File: src/rtl/branch_issue_queue_pkg.sv
// Shared types for the branch issue queue: instruction/branch encodings and the queue entry layout.
package branch_issue_queue_pkg;

  // Entry fields are sized to these ceilings so that the queue can be built with any PREG_W/ROB_W up to them.
  localparam int BRQ_PREG_MAX_W = 8;
  localparam int BRQ_ROB_MAX_W  = 8;

  typedef enum logic [1:0] {
    INST_BRANCH = 2'd0,
    INST_JAL    = 2'd1,
    INST_JALR   = 2'd2,
    INST_OTHER  = 2'd3
  } inst_type_t;

  typedef enum logic [2:0] {
    BR_BEQ  = 3'd0,
    BR_BNE  = 3'd1,
    BR_BLT  = 3'd4,
    BR_BGE  = 3'd5,
    BR_BLTU = 3'd6,
    BR_BGEU = 3'd7
  } branch_op_t;

  typedef struct packed {
    logic                      valid;
    inst_type_t                inst_type;
    branch_op_t                branch_op;
    logic [31:0]               pc;
    logic [31:0]               imm;
    logic                      pred_taken;
    logic [31:0]               pred_target;
    logic [BRQ_PREG_MAX_W-1:0] rs1;
    logic                      rs1_rdy;
    logic [BRQ_PREG_MAX_W-1:0] rs2;
    logic                      rs2_rdy;
    logic [BRQ_PREG_MAX_W-1:0] pd;
    logic [BRQ_ROB_MAX_W-1:0]  rob_idx;
  } brq_entry_t;

  function automatic logic [31:0] link_addr(input logic [31:0] pc);
    return pc + 32'd4;
  endfunction

endpackage

File: src/rtl/branch_issue_queue.sv
// In-order branch issue queue: waits for operands via CDB wakeup, issues the head to an external
// branch unit and registers the resolution and link writeback one cycle later.
module branch_issue_queue
  import branch_issue_queue_pkg::*;
#(
  parameter int DEPTH  = 4,
  parameter int PREG_W = 6,
  parameter int ROB_W  = 4
) (
  input  logic              clk,
  input  logic              rst,
  input  logic              flush,
  input  logic              disp_valid,
  output logic              disp_ready,
  input  inst_type_t        disp_inst_type,
  input  branch_op_t        disp_branch_op,
  input  logic [31:0]       disp_pc,
  input  logic [31:0]       disp_imm,
  input  logic              disp_pred_taken,
  input  logic [31:0]       disp_pred_target,
  input  logic [PREG_W-1:0] disp_rs1,
  input  logic [PREG_W-1:0] disp_rs2,
  input  logic              disp_rs1_rdy,
  input  logic              disp_rs2_rdy,
  input  logic [PREG_W-1:0] disp_pd,
  input  logic [ROB_W-1:0]  disp_rob_idx,
  input  logic              cdb_valid,
  input  logic [PREG_W-1:0] cdb_preg,
  output logic [PREG_W-1:0] prf_rs1_idx,
  output logic [PREG_W-1:0] prf_rs2_idx,
  input  logic [31:0]       prf_rs1_data,
  input  logic [31:0]       prf_rs2_data,
  input  logic              bu_taken,
  input  logic [31:0]       bu_target,
  output branch_op_t        bu_branch_op,
  output inst_type_t        bu_inst_type,
  output logic [31:0]       bu_pc,
  output logic [31:0]       bu_imm,
  output logic [31:0]       bu_rs1_data,
  output logic [31:0]       bu_rs2_data,
  output logic              res_valid,
  output logic [ROB_W-1:0]  res_rob_idx,
  output logic              res_taken,
  output logic [31:0]       res_target,
  output logic              res_mispredict,
  output logic              wb_valid,
  output logic [PREG_W-1:0] wb_preg,
  output logic [31:0]       wb_data
);

  localparam int PTR_W = $clog2(DEPTH);
  localparam int CNT_W = PTR_W + 1;

  brq_entry_t        entries_q [DEPTH];
  brq_entry_t        entries_d [DEPTH];
  logic [PTR_W-1:0]  head_q, head_d, tail_q, tail_d;
  logic [CNT_W-1:0]  count_q, count_d;

  logic              res_valid_q, res_valid_d;
  logic [ROB_W-1:0]  res_rob_idx_q, res_rob_idx_d;
  logic              res_taken_q, res_taken_d;
  logic [31:0]       res_target_q, res_target_d;
  logic              res_mispredict_q, res_mispredict_d;
  logic              wb_valid_q, wb_valid_d;
  logic [PREG_W-1:0] wb_preg_q, wb_preg_d;
  logic [31:0]       wb_data_q, wb_data_d;

  logic head_rdy_s, issue_s, disp_fire_s, mispredict_s, clear_s, is_link_s;
  logic [BRQ_PREG_MAX_W-1:0] cdb_preg_x_s;

  assign cdb_preg_x_s = BRQ_PREG_MAX_W'(cdb_preg);
  assign disp_ready   = ~rst & (count_q < CNT_W'(DEPTH));

  assign prf_rs1_idx  = entries_q[head_q].rs1[PREG_W-1:0];
  assign prf_rs2_idx  = entries_q[head_q].rs2[PREG_W-1:0];
  assign bu_branch_op = entries_q[head_q].branch_op;
  assign bu_inst_type = entries_q[head_q].inst_type;
  assign bu_pc        = entries_q[head_q].pc;
  assign bu_imm       = entries_q[head_q].imm;
  assign bu_rs1_data  = prf_rs1_data;
  assign bu_rs2_data  = prf_rs2_data;

  // A registered mispredict squashes everything in flight, exactly like an external flush.
  always_comb begin
    clear_s      = flush | res_mispredict_q;
    head_rdy_s   = entries_q[head_q].valid &
                   ((entries_q[head_q].inst_type == INST_JAL) |
                    (entries_q[head_q].rs1_rdy & entries_q[head_q].rs2_rdy));
    issue_s      = head_rdy_s & ~clear_s;
    disp_fire_s  = disp_valid & disp_ready & ~clear_s;
    mispredict_s = (bu_taken != entries_q[head_q].pred_taken) |
                   (bu_taken & (bu_target != entries_q[head_q].pred_target));
    is_link_s    = (entries_q[head_q].inst_type == INST_JAL) |
                   (entries_q[head_q].inst_type == INST_JALR);
  end

  always_comb begin
    entries_d = entries_q;
    head_d    = head_q;
    tail_d    = tail_q;
    count_d   = count_q;
    if (clear_s) begin
      for (int i = 0; i < DEPTH; i++) begin
        entries_d[i] = '0;
      end
      head_d  = '0;
      tail_d  = '0;
      count_d = '0;
    end else begin
      for (int i = 0; i < DEPTH; i++) begin
        entries_d[i].rs1_rdy = entries_q[i].rs1_rdy | (cdb_valid & (entries_q[i].rs1 == cdb_preg_x_s));
        entries_d[i].rs2_rdy = entries_q[i].rs2_rdy | (cdb_valid & (entries_q[i].rs2 == cdb_preg_x_s));
      end
      if (issue_s) begin
        entries_d[head_q].valid = 1'b0;
        head_d = head_q + PTR_W'(1'b1);
      end else begin
        head_d = head_q;
      end
      // Operand readiness at dispatch also catches a CDB broadcast in the same cycle.
      if (disp_fire_s) begin
        entries_d[tail_q].valid       = 1'b1;
        entries_d[tail_q].inst_type   = disp_inst_type;
        entries_d[tail_q].branch_op   = disp_branch_op;
        entries_d[tail_q].pc          = disp_pc;
        entries_d[tail_q].imm         = disp_imm;
        entries_d[tail_q].pred_taken  = disp_pred_taken;
        entries_d[tail_q].pred_target = disp_pred_target;
        entries_d[tail_q].rs1         = BRQ_PREG_MAX_W'(disp_rs1);
        entries_d[tail_q].rs2         = BRQ_PREG_MAX_W'(disp_rs2);
        entries_d[tail_q].rs1_rdy     = disp_rs1_rdy | (cdb_valid & (disp_rs1 == cdb_preg));
        entries_d[tail_q].rs2_rdy     = disp_rs2_rdy | (cdb_valid & (disp_rs2 == cdb_preg));
        entries_d[tail_q].pd          = BRQ_PREG_MAX_W'(disp_pd);
        entries_d[tail_q].rob_idx     = BRQ_ROB_MAX_W'(disp_rob_idx);
        tail_d = tail_q + PTR_W'(1'b1);
      end else begin
        tail_d = tail_q;
      end
      count_d = count_q + CNT_W'(disp_fire_s) - CNT_W'(issue_s);
    end
  end

  always_comb begin
    res_valid_d      = issue_s;
    res_mispredict_d = issue_s & mispredict_s;
    wb_valid_d       = issue_s & is_link_s;
    res_rob_idx_d    = issue_s ? entries_q[head_q].rob_idx[ROB_W-1:0] : res_rob_idx_q;
    res_taken_d      = issue_s ? bu_taken : res_taken_q;
    res_target_d     = issue_s ? bu_target : res_target_q;
    wb_preg_d        = issue_s ? entries_q[head_q].pd[PREG_W-1:0] : wb_preg_q;
    wb_data_d        = issue_s ? link_addr(entries_q[head_q].pc) : wb_data_q;
  end

  always_ff @(posedge clk) begin
    if (rst) begin
      for (int i = 0; i < DEPTH; i++) begin
        entries_q[i] <= '0;
      end
      head_q           <= '0;
      tail_q           <= '0;
      count_q          <= '0;
      res_valid_q      <= 1'b0;
      res_rob_idx_q    <= '0;
      res_taken_q      <= 1'b0;
      res_target_q     <= 32'd0;
      res_mispredict_q <= 1'b0;
      wb_valid_q       <= 1'b0;
      wb_preg_q        <= '0;
      wb_data_q        <= 32'd0;
    end else begin
      entries_q        <= entries_d;
      head_q           <= head_d;
      tail_q           <= tail_d;
      count_q          <= count_d;
      res_valid_q      <= res_valid_d;
      res_rob_idx_q    <= res_rob_idx_d;
      res_taken_q      <= res_taken_d;
      res_target_q     <= res_target_d;
      res_mispredict_q <= res_mispredict_d;
      wb_valid_q       <= wb_valid_d;
      wb_preg_q        <= wb_preg_d;
      wb_data_q        <= wb_data_d;
    end
  end

  assign res_valid      = res_valid_q;
  assign res_rob_idx    = res_rob_idx_q;
  assign res_taken      = res_taken_q;
  assign res_target     = res_target_q;
  assign res_mispredict = res_mispredict_q;
  assign wb_valid       = wb_valid_q;
  assign wb_preg        = wb_preg_q;
  assign wb_data        = wb_data_q;

endmodule

File: config.mk
export PLATFORM = sky130hd
export DESIGN_NAME = branch_issue_queue
export DESIGN_NICKNAME = d
export VERILOG_FILES = /design/src/rtl/branch_issue_queue_pkg.sv /design/src/rtl/branch_issue_queue.sv
export SDC_FILE = /design/constraint.sdc
export NUM_CORES = 1
export LEC_CHECK = 0
export CAP_MARGIN = 20
export CORE_MARGIN = 2
export CORE_UTILIZATION = 53
export DETAILED_ROUTE_END_ITERATION = 10
export GPL_ROUTABILITY_DRIVEN = 0
export MAX_ROUTING_LAYER = met4
export PLACE_DENSITY = 0.8
export SKIP_CTS_REPAIR_TIMING = 1
export SYNTH_ARGS = -nofsm -noshare
export SYNTH_HDL_FRONTEND = slang
export SYNTH_SLANG_ARGS = --single-unit
File: constraint.sdc
create_clock -name clk -period 6.1 [get_ports clk]
set_input_delay 0.915 -clock clk [delete_from_list [all_inputs] [get_ports clk]]
set_output_delay 0.915 -clock clk [all_outputs]
set_load 0.05 [all_outputs]
Word level (Yosys, flattened, before mapping)
Cells that the tools add are included.
- word-level logic and storage cells: 175
- output and inout port bits: 224
- bits of input ports: 234
- bits in registers: 633
- order comparisons: 5
- mux-type cells: 48
- reductions and logical operators: 3
- bitwise operators: 37
- equal/unequal tests: 14
- $add $sub $neg: 5
- operators by type and width (operator ; count):
    548-bit bitwise mux ; 14
    137-bit demux with 2-bit select ; 14
    548-bit 2-to-1 mux ; 3
    137-bit 2-to-1 mux ; 4
    137-bit binary-select mux with 2-bit select ; 1
    136-bit 2-to-1 mux ; 1
    134-bit 2-to-1 mux ; 1
    131-bit 2-to-1 mux ; 1
    99-bit 2-to-1 mux ; 1
    67-bit 2-to-1 mux ; 1
    66-bit 2-to-1 mux ; 1
    8-bit by 6-bit equality test with 1-bit output ; 8
    34-bit 2-to-1 mux ; 1
    32-bit by 3-bit adder with 32-bit output, second input constant ; 1
    32-bit inequality test ; 1
    26-bit 2-to-1 mux ; 1
    25-bit 2-to-1 mux ; 1
    1-bit AND ; 19
    17-bit 2-to-1 mux ; 1
    16-bit 2-to-1 mux ; 1
    1-bit OR ; 14
    6-bit equality test ; 2
    8-bit 2-to-1 mux ; 1
    3-bit >= comparator, second input constant ; 2
    other kinds (12) ; 17

Longest topological paths before layout
- word-level depth: 24
- gate-level depth with buffers: 21
- mapped depth without buffers: 12

Worst setup path before layout
No wires, ideal clock.
- path kind: reg2reg
- from: register head_q[1]
- to: register count_q[2]
- period minus slack after synthesis: 4987 ps
- data required time: 5972 ps
- setup time: 128 ps
- setup slack: 1113 ps
- stages on the path, launching flop included: 21
- data arrival time: 4860 ps
- path buffers: 9
- cell sequence: dfxtp_1 -> buf_4 -> buf_12 -> buf_4 -> buf_2 -> buf_2 -> buf_2 -> buf_2 -> mux4_2 -> ha_1 -> o31ai_1 -> o22a_1 -> inv_1 -> buf_2 -> clkbuf_1 -> ha_1 -> inv_1 -> ha_1 -> fa_1 -> xnor2_1 -> nor2_1
- longest elaborated chain between the ends: 9
- elaborated cells between the ends (all ways): 10
- those cells by class: 1 x add/sub; 1 x eq/ne; 3 x mux; 5 x bitwise
- ends and longest elaborated chain (what ; line ; source):
    from (decl) ; branch_issue_queue.sv:56 ; logic [PTR_W-1:0] head_q, head_d, tail_q, tail_d;
    from (signal assigned) ; branch_issue_queue.sv:159 ; head_q <= '0;
    from (signal assigned) ; branch_issue_queue.sv:172 ; head_q <= head_d;
    2-bit inverter with 3-bit output ; -- ;
    137-bit binary-select mux with 2-bit select ; -- ;
    137-bit 2-to-1 mux (2 in a row) ; -- ;
    named net bu_inst_type[0] ; branch_issue_queue.sv:36 ; output inst_type_t bu_inst_type,
    2-bit by 1-bit equality test with 1-bit output ; branch_issue_queue.sv:87 ; ((entries_q[head_q].inst_type == INST_JAL) |
    1-bit OR ; branch_issue_queue.sv:87 ;
    1-bit AND ; branch_issue_queue.sv:86 ; head_rdy_s = entries_q[head_q].valid &
    1-bit AND ; branch_issue_queue.sv:89 ; issue_s = head_rdy_s & ~clear_s;
    named net issue_s ; branch_issue_queue.sv:68 ; logic head_rdy_s, issue_s, disp_fire_s, mispredict_s, clear_s, is_link_s;
    3-bit by 1-bit subtractor with 3-bit output ; branch_issue_queue.sv:139 ; count_d = count_q + CNT_W'(disp_fire_s) - CNT_W'(issue_s);
    to (signal assigned) ; branch_issue_queue.sv:174 ; count_q <= count_d;
    to (decl) ; branch_issue_queue.sv:57 ; logic [CNT_W-1:0] count_q, count_d;
The timed path passes the listed nets, and every way through them passes these cells. The select of a mux whose other input is x is not followed.
A chain may end at the register's enable or synchronous reset.

Worst setup path after layout
- from: register head_q[1]
- to: output port prf_rs1_idx[1]
- longest elaborated chain between the ends: 4
- ends and longest elaborated chain (what ; line ; source):
    2-bit inverter with 3-bit output (implied by the code) ; branch_issue_queue.sv:74 ; assign prf_rs1_idx = entries_q[head_q].rs1[PREG_W-1:0];
    137-bit binary-select mux with 2-bit select ; branch_issue_queue.sv:74 ;
    137-bit 2-to-1 mux (2 in a row) ; -- ;
    to (decl) ; branch_issue_queue.sv:29 ; output logic [PREG_W-1:0] prf_rs1_idx,
No other way between the ends. The select of a mux whose other input is x is not followed.

==> impl_metrics.env <==
export IMPL_first_pass_iters=6
export IMPL_vdd_drop_max_uv=195
export IMPL_cts_buffer_depth=3
export IMPL_die_x_um=223
export IMPL_postLayoutCoreUtil_pct=64.4
export IMPL_synth_nets=3261
export IMPL_yosysTopAreaCell="dfxtp_1"
export IMPL_synth_top_family_by_area="simple AND/OR/NAND/NOR gates"
export IMPL_max_freq_ghz=0.220
export IMPL_yosysWarnings=0
export IMPL_maxCapViolations=0
export IMPL_crit_required_ns=5.18
export IMPL_synth_compound_area_share_pct=12.4
export IMPL_drive_gt1_share_pct=8.35
export IMPL_pwr_share_clk_pct=47.4
export IMPL_power_w=0.00819
export IMPL_insertion_delay_ns=0.62
export IMPL_outcome="completed"
export IMPL_cp_slowest_cell="dfxtp_4"
export IMPL_p_seq_share_pct=47.5
export IMPL_yosys_cell_types_count=42
export IMPL_slew_headroom_pct=26.0
export IMPL_regToRegSetupSlack_ns=2.24
export IMPL_clock_skew_ns=0.0147
export IMPL_comb_power_share_pct=5.1
export IMPL_grt_pass1_wl_um=117000
export IMPL_avgRoutedWirePerCell_um=19.7
export IMPL_overflow=0
export IMPL_fin_crit_ns=4.55
export IMPL_grt_pass1_vias=21834
export IMPL_tightest_slew_ns=1.11
export IMPL_critPathMaxFanout=42
export IMPL_ys_seq_area_share_pct=46.6
export IMPL_crit_type="reg -> out"
export IMPL_syn_to_final_growth_pct=20.1
export IMPL_dieHeight_um=223
export IMPL_syn_instance_count=3014
export IMPL_htree_levels=2
export IMPL_p_int_w=0.00640
export IMPL_hold_class="reg -> reg"
export IMPL_layout_commonest_cell="nand2_1"
export IMPL_placeableCoreArea_mm2=0.0475
export IMPL_crit_start="head_q[1]$_SDFFE_PP0N_"
export IMPL_post_route_drc_count=0
export IMPL_crit_arrival_ns=3.63
export IMPL_synthSimpleGateAreaFrac_pct=19.3
export IMPL_yosysTopAreaCellShare_pct=46.6
export IMPL_synth_seq_cells=593
export IMPL_totalNegativeSetupSlack_ns=0
export IMPL_wl_um=75000
export IMPL_path_cells="buf_4, mux4_2, clkdlybuf4s50_1"
export IMPL_finalHoldViolations=0
export IMPL_finalCritPeriodShare_pct=74.5
export IMPL_synth_edff_count=0
export IMPL_muxShareOfSynthArea_pct=11.1
export IMPL_final_cell_area_mm2=0.0306
export IMPL_initial_core_util_pct=53.6
export IMPL_first_iter_violations=2087
export IMPL_grt_max_degree=149
export IMPL_syn_cell_area_mm2=0.0255
export IMPL_synthAdderAreaFrac_pct=0.668
export IMPL_power_switching_w=0.00180
export IMPL_num_vias=22135
export IMPL_p_per_area_mw_per_mm2=268
export IMPL_cts_root_buf="clkbuf_16"
export IMPL_p_leak_nw=9.52
export IMPL_finalNetCount=3385
export IMPL_antenna_found_initial=12
export IMPL_reg2reg_from="head_q[1]$_SDFFE_PP0N_"
export IMPL_ant_nets=0
export IMPL_slew_viol_final=0
export IMPL_cp_start_kind="register"
export IMPL_cts_buffers=60
export IMPL_synth_avg_cell_area_um2=8.45
export IMPL_endpoint_kind="output port"
export IMPL_layout_common_cells="1,103 x nand2_1, 591 x dfxtp_1, 555 x a21oi_1, 328 x clkdlybuf4s50_1, 116 x mux4_2"
export IMPL_postPlaceCellArea_mm2=0.0285
export IMPL_path_clk_slew_ns=0.06
export IMPL_rsz0062_at_grt="no"
export IMPL_switching_share_pct=21.9
export IMPL_dpl_cell_count=3689
export IMPL_hp_start="res_target[4]$_SDFFE_PP0N_"
export IMPL_design_die_area_mm2=0.0498
export IMPL_grtUsageTotal_pct=30.2
export IMPL_async_reset_ff_share_pct=0
export IMPL_vias_per_cell=5.81
export IMPL_instances_no_fill=3811
export IMPL_io_buffers=329
export IMPL_cts_tree="done"
export IMPL_synth_area_leaders="dfxtp_1 47%, nand2_1 16%, a21oi_1 11%, mux4_2 10%, clkbuf_1 2.8%"
export IMPL_cts_sinks=593
export IMPL_synth_xor_area_share_pct=4.23
export IMPL_r2r_cells=11
export IMPL_fp_row_count=80
export IMPL_hpwl_um=46800
export IMPL_critPathMaxStageDelay_ns=0.88
export IMPL_hold_depth=2
export IMPL_io_pins=458
export IMPL_ys_flop_type="dfxtp_1"
export IMPL_setup_violations=0
cell usage after synthesis (2+ instances only):
master    instances
and3_1            3
o31ai_1          11
buf_4            68
and3b_1           2
mux4_2          116
xnor2_1          72
nor4_1           16
dfxtp_1         593
nand3_1          15
xor2_1           51
mux4_1            5
nor4_2            5
mux2i_1           7
nor3_1           11
ha_1             12
nand4_1          21
a21oi_1         555
inv_1            15
a22oi_1           2
clkbuf_1        187
buf_1            11
nor2_1           50
and2_1            7
mux2_2            2
o21ai_0           2
buf_2            25
nand2_1        1107
a211oi_1         29
worst paths after layout:
kind                                      to
setup / recovery              prf_rs1_idx[1]
hold / removal    res_target[4]$_SDFFE_PP0N_
setup reg to reg       count_q[2]$_SDFF_PP0_
hold reg to reg   res_target[4]$_SDFFE_PP0N_
power by group through the flow:
stage               sequential [W]  clock, W  combinational, W
floorplan                  0.00398         0          0.000301
global placement           0.00398         0          0.000404
detailed placement         0.00398         0          0.000411
CTS                        0.00389   0.00394          0.000414
global route               0.00389   0.00408          0.000444
finish                     0.00389   0.00388          0.000419
metal layers:
metal  GRT usage, %  vias to the layer above  routed length, um
li1               -                    10297                  -
met2           49.1                     1028              36000
met5              -                        -                  0
met3           6.61                      203               6950
met1           36.4                    10607              29300
met4           12.9                        0               2740
state kept, by name (all words and copies together) (netlist names):
name / count
entries_q: 508
wb_data: 32
res_valid: 1
count_q: 3
res_target: 32
wb_preg: 6
res_mispredict: 1
wb_valid: 1
res_taken: 1
head_q: 2
res_rob_idx: 4
tail_q: 2
critical path: cells and delay by family (launching register included):
family                 cells  cell delay (ns)
muxes                      1             0.61
buffers and inverters      2             1.49
DFF                        1             0.88
through the flow:
| step | hold WS (ns) | worst slack (ns) |
|---|---|---|
| floorplan | 0.432 | 1.11 |
| global placement | 0.437 | 2.13 |
| detailed placement | 0.443 | 2.03 |
| CTS | 0.451 | 1.45 |
| global route | 0.468 | 1.34 |
| finish | 0.452 | 1.55 |
cell type report:
class / instances / area [um^2]
Sequential cell: 593 / 11900
Timing Repair Buffer: 355 / 3570
Multi-Input combinational cell: 2113 / 12200
Clock buffer: 91 / 1860
Clock inverter: 17 / 249
Fill cell: 3873 / 16900
Tap cell: 615 / 769
Inverter: 15 / 57.6
Antenna cell: 12 / 30.0
cell families (layout without fill, tap and decap cells):
kind of cell / after synthesis / after routing
AND/OR/NAND/NOR: 1243 / 1243
AO/OA/AOI/OAI: 604 / 604
flip-flops: 593 / 593
buffers and inverters: 308 / 478
multiplexers: 130 / 130
XOR/XNOR: 123 / 123
adder cells (fa/ha/maj): 13 / 13
other: 0 / 12
No activity file was read; power rests on OpenSTA's default activity.
